<file path="src/rtl/ctrl_multiciclo_pkg.sv">
// ctrl_multiciclo_pkg: shared definitions for the multi-cycle MIPS-subset control
// unit. Holds opcode/funct values, ALUOp class codes, datapath mux-select values,
// the FSM state type and the decoded-instruction payload. The ALU control unit and
// the datapath use the same constants.
package ctrl_multiciclo_pkg;

    localparam int unsigned OP_W     = 6;
    localparam int unsigned FUNCT_W  = 6;
    localparam int unsigned ALUOP_W  = 4;
    localparam int unsigned SRC_B_W  = 2;
    localparam int unsigned PCSRC_W  = 2;
    localparam int unsigned REGDST_W = 2;
    localparam int unsigned M2R_W    = 2;

    // Operation classes handed to the ALU control unit
    localparam logic [ALUOP_W-1:0] ALUOP_RTYPE = 4'd0;
    localparam logic [ALUOP_W-1:0] ALUOP_ADDI  = 4'd1;
    localparam logic [ALUOP_W-1:0] ALUOP_ANDI  = 4'd2;
    localparam logic [ALUOP_W-1:0] ALUOP_ORI   = 4'd3;
    localparam logic [ALUOP_W-1:0] ALUOP_XORI  = 4'd4;
    localparam logic [ALUOP_W-1:0] ALUOP_BEQ   = 4'd5;
    localparam logic [ALUOP_W-1:0] ALUOP_BNE   = 4'd6;
    localparam logic [ALUOP_W-1:0] ALUOP_SLTI  = 4'd7;
    localparam logic [ALUOP_W-1:0] ALUOP_SLTIU = 4'd8;
    localparam logic [ALUOP_W-1:0] ALUOP_LUI   = 4'd9;
    localparam logic [ALUOP_W-1:0] ALUOP_LW    = 4'd10;
    localparam logic [ALUOP_W-1:0] ALUOP_SW    = 4'd11;
    localparam logic [ALUOP_W-1:0] ALUOP_J     = 4'd12;
    localparam logic [ALUOP_W-1:0] ALUOP_JAL   = 4'd13;

    // Primary opcodes, instr[31:26]
    localparam logic [OP_W-1:0] OP_R     = 6'h00;
    localparam logic [OP_W-1:0] OP_J     = 6'h02;
    localparam logic [OP_W-1:0] OP_JAL   = 6'h03;
    localparam logic [OP_W-1:0] OP_BEQ   = 6'h04;
    localparam logic [OP_W-1:0] OP_BNE   = 6'h05;
    localparam logic [OP_W-1:0] OP_ADDI  = 6'h08;
    localparam logic [OP_W-1:0] OP_SLTI  = 6'h0A;
    localparam logic [OP_W-1:0] OP_SLTIU = 6'h0B;
    localparam logic [OP_W-1:0] OP_ANDI  = 6'h0C;
    localparam logic [OP_W-1:0] OP_ORI   = 6'h0D;
    localparam logic [OP_W-1:0] OP_XORI  = 6'h0E;
    localparam logic [OP_W-1:0] OP_LUI   = 6'h0F;
    localparam logic [OP_W-1:0] OP_LW    = 6'h23;
    localparam logic [OP_W-1:0] OP_SW    = 6'h2B;

    // R-type function codes, instr[5:0]
    localparam logic [FUNCT_W-1:0] FN_SLL  = 6'h00;
    localparam logic [FUNCT_W-1:0] FN_SRL  = 6'h02;
    localparam logic [FUNCT_W-1:0] FN_SRA  = 6'h03;
    localparam logic [FUNCT_W-1:0] FN_SLLV = 6'h04;
    localparam logic [FUNCT_W-1:0] FN_SRLV = 6'h06;
    localparam logic [FUNCT_W-1:0] FN_SRAV = 6'h07;
    localparam logic [FUNCT_W-1:0] FN_JR   = 6'h08;
    localparam logic [FUNCT_W-1:0] FN_ADD  = 6'h20;
    localparam logic [FUNCT_W-1:0] FN_SUB  = 6'h22;
    localparam logic [FUNCT_W-1:0] FN_AND  = 6'h24;
    localparam logic [FUNCT_W-1:0] FN_OR   = 6'h25;
    localparam logic [FUNCT_W-1:0] FN_XOR  = 6'h26;
    localparam logic [FUNCT_W-1:0] FN_NOR  = 6'h27;
    localparam logic [FUNCT_W-1:0] FN_SLT  = 6'h2A;
    localparam logic [FUNCT_W-1:0] FN_SLTU = 6'h2B;

    // Datapath mux selects
    localparam logic               SRC_A_PC      = 1'b0;
    localparam logic               SRC_A_REG     = 1'b1;
    localparam logic [SRC_B_W-1:0] SRC_B_REG     = 2'd0;
    localparam logic [SRC_B_W-1:0] SRC_B_FOUR    = 2'd1;
    localparam logic [SRC_B_W-1:0] SRC_B_IMM     = 2'd2;
    localparam logic [SRC_B_W-1:0] SRC_B_IMM_SH2 = 2'd3;

    localparam logic IORD_PC  = 1'b0;
    localparam logic IORD_ALU = 1'b1;

    localparam logic [PCSRC_W-1:0] PCSRC_ALU    = 2'd0;
    localparam logic [PCSRC_W-1:0] PCSRC_ALUOUT = 2'd1;
    localparam logic [PCSRC_W-1:0] PCSRC_JUMP   = 2'd2;
    localparam logic [PCSRC_W-1:0] PCSRC_REG    = 2'd3;

    localparam logic [REGDST_W-1:0] REGDST_RT = 2'd0;
    localparam logic [REGDST_W-1:0] REGDST_RD = 2'd1;
    localparam logic [REGDST_W-1:0] REGDST_RA = 2'd2;

    localparam logic [M2R_W-1:0] M2R_ALUOUT = 2'd0;
    localparam logic [M2R_W-1:0] M2R_MDR    = 2'd1;
    localparam logic [M2R_W-1:0] M2R_PC     = 2'd2;

    typedef enum logic [3:0] {
        ST_FETCH    = 4'd0,
        ST_DECODE   = 4'd1,
        ST_EXEC_R   = 4'd2,
        ST_WB_R     = 4'd3,
        ST_EXEC_I   = 4'd4,
        ST_WB_I     = 4'd5,
        ST_MEM_ADDR = 4'd6,
        ST_MEM_RD   = 4'd7,
        ST_WB_MEM   = 4'd8,
        ST_MEM_WR   = 4'd9,
        ST_BRANCH   = 4'd10,
        ST_JUMP     = 4'd11,
        ST_JAL      = 4'd12,
        ST_JR       = 4'd13
    } state_e;

    typedef enum logic [3:0] {
        CLS_R       = 4'd0,
        CLS_JR      = 4'd1,
        CLS_ALUI    = 4'd2,
        CLS_LW      = 4'd3,
        CLS_SW      = 4'd4,
        CLS_BEQ     = 4'd5,
        CLS_BNE     = 4'd6,
        CLS_J       = 4'd7,
        CLS_JAL     = 4'd8,
        CLS_ILLEGAL = 4'd9
    } iclass_e;

    // Decoder result: instruction class, legality, and ALUOp for I-type ALU ops
    typedef struct packed {
        iclass_e              cls;
        logic                 legal;
        logic [ALUOP_W-1:0]   alui_op;
    } decode_t;

endpackage

</file>
<file path="src/rtl/ctrl_multiciclo_decod_opcode.sv">
// ctrl_multiciclo_decod_opcode: combinational instruction classifier.
// Ports:
//   opcode  in  6  instr[31:26]
//   funct   in  6  instr[5:0], only meaningful for opcode 0x00
//   dec_c   out    {class, legal, I-type ALUOp}; combinational
module ctrl_multiciclo_decod_opcode
    import ctrl_multiciclo_pkg::*;
(
    input  logic [5:0] opcode,
    input  logic [5:0] funct,
    output decode_t    dec_c
);

    // Classify the opcode; unsupported encodings fall through as illegal
    always_comb begin
        dec_c = '{cls: CLS_ILLEGAL, legal: 1'b0, alui_op: ALUOP_ADDI};
        case (opcode)
            OP_R: begin
                if (funct == FN_JR) begin
                    dec_c.cls   = CLS_JR;
                    dec_c.legal = 1'b1;
                end else begin
                    case (funct)
                        FN_ADD, FN_SUB, FN_AND, FN_OR, FN_XOR, FN_NOR,
                        FN_SLT, FN_SLTU, FN_SLL, FN_SRL, FN_SRA,
                        FN_SLLV, FN_SRLV, FN_SRAV: begin
                            dec_c.cls   = CLS_R;
                            dec_c.legal = 1'b1;
                        end
                        default: ;
                    endcase
                end
            end
            OP_ADDI: begin
                dec_c.cls = CLS_ALUI; dec_c.legal = 1'b1; dec_c.alui_op = ALUOP_ADDI;
            end
            OP_SLTI: begin
                dec_c.cls = CLS_ALUI; dec_c.legal = 1'b1; dec_c.alui_op = ALUOP_SLTI;
            end
            OP_SLTIU: begin
                dec_c.cls = CLS_ALUI; dec_c.legal = 1'b1; dec_c.alui_op = ALUOP_SLTIU;
            end
            OP_ANDI: begin
                dec_c.cls = CLS_ALUI; dec_c.legal = 1'b1; dec_c.alui_op = ALUOP_ANDI;
            end
            OP_ORI: begin
                dec_c.cls = CLS_ALUI; dec_c.legal = 1'b1; dec_c.alui_op = ALUOP_ORI;
            end
            OP_XORI: begin
                dec_c.cls = CLS_ALUI; dec_c.legal = 1'b1; dec_c.alui_op = ALUOP_XORI;
            end
            OP_LUI: begin
                dec_c.cls = CLS_ALUI; dec_c.legal = 1'b1; dec_c.alui_op = ALUOP_LUI;
            end
            OP_LW:  begin dec_c.cls = CLS_LW;  dec_c.legal = 1'b1; end
            OP_SW:  begin dec_c.cls = CLS_SW;  dec_c.legal = 1'b1; end
            OP_BEQ: begin dec_c.cls = CLS_BEQ; dec_c.legal = 1'b1; end
            OP_BNE: begin dec_c.cls = CLS_BNE; dec_c.legal = 1'b1; end
            OP_J:   begin dec_c.cls = CLS_J;   dec_c.legal = 1'b1; end
            OP_JAL: begin dec_c.cls = CLS_JAL; dec_c.legal = 1'b1; end
            default: ;
        endcase
    end

endmodule

</file>
<file path="src/rtl/ctrl_multiciclo.sv">
// ctrl_multiciclo: multi-cycle main control FSM for the MIPS-subset core.
// Sequences fetch/decode/execute/memory/write-back, sharing one ALU and one
// memory port, and stalls in FETCH/MEM_RD/MEM_WR until mem_ready.
// Ports:
//   clk, rst_n         clock, asynchronous active-low reset
//   opcode, funct      fields from the instruction register
//   zero               ALU zero flag (used in BRANCH)
//   mem_ready          memory completes the current access this cycle
//   ALUOp              operation class for the ALU control unit
//   alu_src_a/b, i_or_d, pc_source, reg_dst, mem_to_reg   datapath selects
//   mem_rd, mem_wr, ir_write, pc_write, reg_write          strobes/enables
//   illegal            one-cycle pulse in DECODE on unsupported encodings
// Outputs are decoded from the state register so that reset forces FETCH
// values immediately.
module ctrl_multiciclo
    import ctrl_multiciclo_pkg::*;
(
    input  logic       clk,
    input  logic       rst_n,
    input  logic [5:0] opcode,
    input  logic [5:0] funct,
    input  logic       zero,
    input  logic       mem_ready,
    output logic [3:0] ALUOp,
    output logic       alu_src_a,
    output logic [1:0] alu_src_b,
    output logic       i_or_d,
    output logic       mem_rd,
    output logic       mem_wr,
    output logic       ir_write,
    output logic       pc_write,
    output logic [1:0] pc_source,
    output logic       reg_write,
    output logic [1:0] reg_dst,
    output logic [1:0] mem_to_reg,
    output logic       illegal
);

    state_e  state_q;
    state_e  state_d;
    decode_t dec;

    ctrl_multiciclo_decod_opcode u_decod (
        .opcode (opcode),
        .funct  (funct),
        .dec_c  (dec)
    );

    // State register
    always_ff @(posedge clk or negedge rst_n) begin
        if (!rst_n) begin
            state_q <= ST_FETCH;
        end else begin
            state_q <= state_d;
        end
    end

    // Next-state and output decode
    always_comb begin
        state_d    = state_q;
        ALUOp      = ALUOP_ADDI;
        alu_src_a  = SRC_A_PC;
        alu_src_b  = SRC_B_REG;
        i_or_d     = IORD_PC;
        mem_rd     = 1'b0;
        mem_wr     = 1'b0;
        ir_write   = 1'b0;
        pc_write   = 1'b0;
        pc_source  = PCSRC_ALU;
        reg_write  = 1'b0;
        reg_dst    = REGDST_RT;
        mem_to_reg = M2R_ALUOUT;
        illegal    = 1'b0;

        case (state_q)
            ST_FETCH: begin
                mem_rd    = 1'b1;
                alu_src_b = SRC_B_FOUR;
                // rst_n qualifies the loads so a ready memory cannot commit during reset
                ir_write  = mem_ready & rst_n;
                pc_write  = mem_ready & rst_n;
                if (mem_ready) begin
                    state_d = ST_DECODE;
                end
            end

            ST_DECODE: begin
                // Branch target PC + (imm << 2) is precomputed into ALUOut here
                alu_src_b = SRC_B_IMM_SH2;
                if (!dec.legal) begin
                    illegal = 1'b1;
                    state_d = ST_FETCH;
                end else begin
                    case (dec.cls)
                        CLS_R:            state_d = ST_EXEC_R;
                        CLS_JR:           state_d = ST_JR;
                        CLS_ALUI:         state_d = ST_EXEC_I;
                        CLS_LW, CLS_SW:   state_d = ST_MEM_ADDR;
                        CLS_BEQ, CLS_BNE: state_d = ST_BRANCH;
                        CLS_J:            state_d = ST_JUMP;
                        CLS_JAL:          state_d = ST_JAL;
                        default: begin
                            illegal = 1'b1;
                            state_d = ST_FETCH;
                        end
                    endcase
                end
            end

            ST_EXEC_R: begin
                alu_src_a = SRC_A_REG;
                alu_src_b = SRC_B_REG;
                ALUOp     = ALUOP_RTYPE;
                state_d   = ST_WB_R;
            end

            ST_WB_R: begin
                reg_write  = 1'b1;
                reg_dst    = REGDST_RD;
                mem_to_reg = M2R_ALUOUT;
                state_d    = ST_FETCH;
            end

            ST_EXEC_I: begin
                alu_src_a = SRC_A_REG;
                alu_src_b = SRC_B_IMM;
                ALUOp     = dec.alui_op;
                state_d   = ST_WB_I;
            end

            ST_WB_I: begin
                reg_write  = 1'b1;
                reg_dst    = REGDST_RT;
                mem_to_reg = M2R_ALUOUT;
                state_d    = ST_FETCH;
            end

            ST_MEM_ADDR: begin
                alu_src_a = SRC_A_REG;
                alu_src_b = SRC_B_IMM;
                if (dec.cls == CLS_SW) begin
                    ALUOp   = ALUOP_SW;
                    state_d = ST_MEM_WR;
                end else begin
                    ALUOp   = ALUOP_LW;
                    state_d = ST_MEM_RD;
                end
            end

            ST_MEM_RD: begin
                mem_rd = 1'b1;
                i_or_d = IORD_ALU;
                if (mem_ready) begin
                    state_d = ST_WB_MEM;
                end
            end

            ST_WB_MEM: begin
                reg_write  = 1'b1;
                reg_dst    = REGDST_RT;
                mem_to_reg = M2R_MDR;
                state_d    = ST_FETCH;
            end

            ST_MEM_WR: begin
                mem_wr = 1'b1;
                i_or_d = IORD_ALU;
                if (mem_ready) begin
                    state_d = ST_FETCH;
                end
            end

            ST_BRANCH: begin
                alu_src_a = SRC_A_REG;
                alu_src_b = SRC_B_REG;
                pc_source = PCSRC_ALUOUT;
                if (dec.cls == CLS_BNE) begin
                    ALUOp    = ALUOP_BNE;
                    pc_write = ~zero;
                end else begin
                    ALUOp    = ALUOP_BEQ;
                    pc_write = zero;
                end
                state_d = ST_FETCH;
            end

            ST_JUMP: begin
                pc_write  = 1'b1;
                pc_source = PCSRC_JUMP;
                state_d   = ST_FETCH;
            end

            ST_JAL: begin
                // Link: $31 <= PC (already PC+4 after fetch)
                pc_write   = 1'b1;
                pc_source  = PCSRC_JUMP;
                reg_write  = 1'b1;
                reg_dst    = REGDST_RA;
                mem_to_reg = M2R_PC;
                state_d    = ST_FETCH;
            end

            ST_JR: begin
                pc_write  = 1'b1;
                pc_source = PCSRC_REG;
                state_d   = ST_FETCH;
            end

            default: begin
                state_d = ST_FETCH;
            end
        endcase
    end

endmodule

</file>
<file path="config.mk">
export PLATFORM = sky130hd
export DESIGN_NAME = ctrl_multiciclo
export DESIGN_NICKNAME = d
export VERILOG_FILES = /design/src/rtl/ctrl_multiciclo_pkg.sv /design/src/rtl/ctrl_multiciclo_decod_opcode.sv /design/src/rtl/ctrl_multiciclo.sv
export SDC_FILE = /design/constraint.sdc
export NUM_CORES = 1
export LEC_CHECK = 0
export CORE_MARGIN = 2
export CORE_UTILIZATION = 45
export DETAILED_ROUTE_END_ITERATION = 7
export GPL_TIMING_DRIVEN = 0
export PLACE_DENSITY = 0.84
export SLEW_MARGIN = 30
export SYNTH_ARGS = -nofsm -noshare
export SYNTH_HDL_FRONTEND = slang
export SYNTH_SLANG_ARGS = --single-unit
</file>
<file path="constraint.sdc">
create_clock -name clk -period 3.89 [get_ports clk]
set_input_delay 0.9725 -clock clk [delete_from_list [all_inputs] [get_ports clk]]
set_output_delay 0.9725 -clock clk [all_outputs]
set_load 0.02 [all_outputs]
</file>
==> results.ini <==
[run_status]
status = finished clean

[synth]
mappedNetlistNets = 181
async_flop_share_pct = 100
synth_area_mm2 = 0.00110
yosys-top-cells-count = a21oi_1 (13), nand2_1 (13), nor2_1 (13)
ys_seq_elements = 4
synth_largest_area_cell = dfrtp_1
avgSynthCellArea_um2 = 6.70
netlist.area_leader.share_pct = 9.06
synth_edf_count = 0
seq_area_frac_synth_pct = 9.06
ys.flop_type = dfrtp_1
synth.area.top_cells = dfrtp_1 (9.1%), a21oi_1 (5.9%), o21ai_0 (5.0%)
netlist-cell-type-count = 52
yosys_warnings = 0
syn_inst = 165

[final_layout]
syn_to_final_growth_pct = 40.0
diodes = 0
final_layout_size_suffix_gt1_share_pct = 15.3
reg.largest.list = state_q (4)
final_nets = 221
largest-register = state_q
stdcell_count = 231
largest_register_ffs = 4

[routing]
num_vias = 1413
drcViolationCount = 0
drt_wl_total_um = 3290
first_pass_iters = 4
drt_iter0_drc = 36
vias_per_cell = 6.12
ant_nets = 0
drt-wirelength-per-cell_um = 14.3

[placed_design]
gp_congestion = 0.835
dp.cells = 225
port_buffers = 32
dp_hpwl_um = 2460
dp_slack_ns = -0.488

[power]
power_density_mw_per_mm2 = 437
peakVddDrop_uv = 465
p_leak_nw = 0.609

[timing]
hold_viol_final = 0
setup_slack_ns = 0.0742
maxSlewHeadroom_pct = 62.4
finalCritPeriodShare_pct = 98.1
worstMarginPinSlew_ns = 0.564
slew_violations = 0
setup_tns_ns = 0
max_freq_ghz = 0.262
finalCriticalPeriod_ns = 3.82
finalClockSkew_ns = 0.00906
setup_viol = 0
rsz0062_at_grt = false

[worst_setup_path]
required_ns = 2.92
end_kind = output pin
cp.arrival_ns = 2.84
crit_fanout = 10
critPathKind = input pin to output pin
startpoint_type = input pin

[cts]
cts-root-buf = clkbuf_4
path_clk_slew_ns = 0.04
clk_latency_ns = 0.24
cts_buffers = 3
h-tree-depth = 1
ctsHoldBuffers = 0
cts_buffer_depth = 2
cts.sinks = 4
cts_tree = done

[floorplanning]
io_pins = 36
coreArea_mm2 = 0.00228
rows = 17
fp.dieArea_mm2 = 0.00287
die_h_um = 53.6
die_x_um = 53.6
initial_core_util_pct = 48.5

[global_routing]
grtUsageMet1_pct = 27.7
track_usage_pct = 23.7
globalRouteMet2Util_pct = 46.9
grt.met3_usage_pct = 1.11
antenna_found_initial = 0
grt_pass1_wl_um = 5290
busiest_layer = met2
grt_max_degree = 11
grt_overflow = 0
grt_pass1_vias = 1251

[worst_hold_path]
worst_hold_path_type = flip-flop to flip-flop

[flow_run]
cap_violations = 0

## placed cells by master, fill, tap and decap left out, drive strengths merged, types with 2 or more instances in the layout
master,instances
a211oi,3
a21o,2
a21oi,13
and2,3
and2b,2
and3,2
buf,13
clkbuf,11
clkdlybuf4s50,23
dfrtp,4
dlygate4sd2,6
dlymetal6s2s,2
inv,4
mux2i,3
nand2,13
nand2b,5
nand3,7
nand3b,4
nor2,14
nor2b,3
nor3,9
nor3b,4
nor4,5
nor4bb,2
o211ai,2
o21a,2
o21ai,13
o21bai,3
o22ai,2
o32ai,3
o41ai,2
or2b,2
or3,5
## per-stage QoR
step	area [µm²]	hold slack (ns)	util, %	power (mW)
2_1_floorplan	1100	0.652	-	0.423
3_3_place_gp	1460	0.718	64.2	0.608
3_5_place_dp	1460	0.719	64.2	0.618
4_1_cts	1500	0.730	65.9	0.663
5_1_grt	1550	0.825	67.9	0.735
6_report	1550	0.770	67.9	0.676
## cell families after synthesis
family	synth area share, %
AOI/OAI and AO/OA	34.0
muxes	4.08
xor gates and xnor gates	1.59
and+or+nand+nor	41.3
buffers and inverters	9.97
DFF	9.06
## worst max-delay path, cell delays in order
cell	delay (ns)
clkdlybuf4s50_1	0.44
buf_4	0.19
nor3_4	0.21
nand3_2	0.13
xnor2_1	0.14
o211ai_1	0.17
nand2_1	0.10
a21o_1	0.18
dlygate4sd2_1	0.31
## repair_timing
action	4_1_cts	5_1_grt
gates cloned	0	0
pin swaps	0	1
resized for setup	16	7
setup buffers	1	2
setup endpoints to repair	6	2
## cell type report
| class | instances | area (µm²) |
|---|---|---|
| Timing Repair Buffer | 35 | 335 |
| Buffer | 17 | 95.1 |
| Fill cell | 212 | 729 |
| Inverter | 4 | 15.0 |
| Clock buffer | 3 | 22.5 |
| Multi-Input combinational cell | 140 | 943 |
| Sequential cell | 4 | 100 |
| Tap cell | 28 | 35.0 |
## routing by layer
layer | part of all wire, % | up-vias
li1 | - | 698
met2 | 52 | 61
met5 | 0 | -
met1 | 42 | 650
met4 | 1.0 | 0
met3 | 5.3 | 4
## final timing paths
kind | end | slack [ns] | cells after the start | from
worst max-delay path | pc_write | 0.07 | 9 | opcode[3]
worst min-delay path | state_q[0] | 0.77 | 3 | state_q[1]
worst max register to register | state_q[3] | 2.20 | 5 | state_q[1]
worst min register to register | state_q[0] | 0.77 | 3 | state_q[1]
max in group asynchronous | state_q[2] | 2.77 | 1 | rst_n
min in group asynchronous | state_q[3] | 0.94 | 1 | rst_n
## where the power goes
group,internal (mW),switching [mW],total [mW]
Combinational,0.225,0.328,0.553
Clock,0.0345,0.0167,0.0511
Sequential,0.0571,0.0151,0.0722
Power figures use the tool's default switching activity.
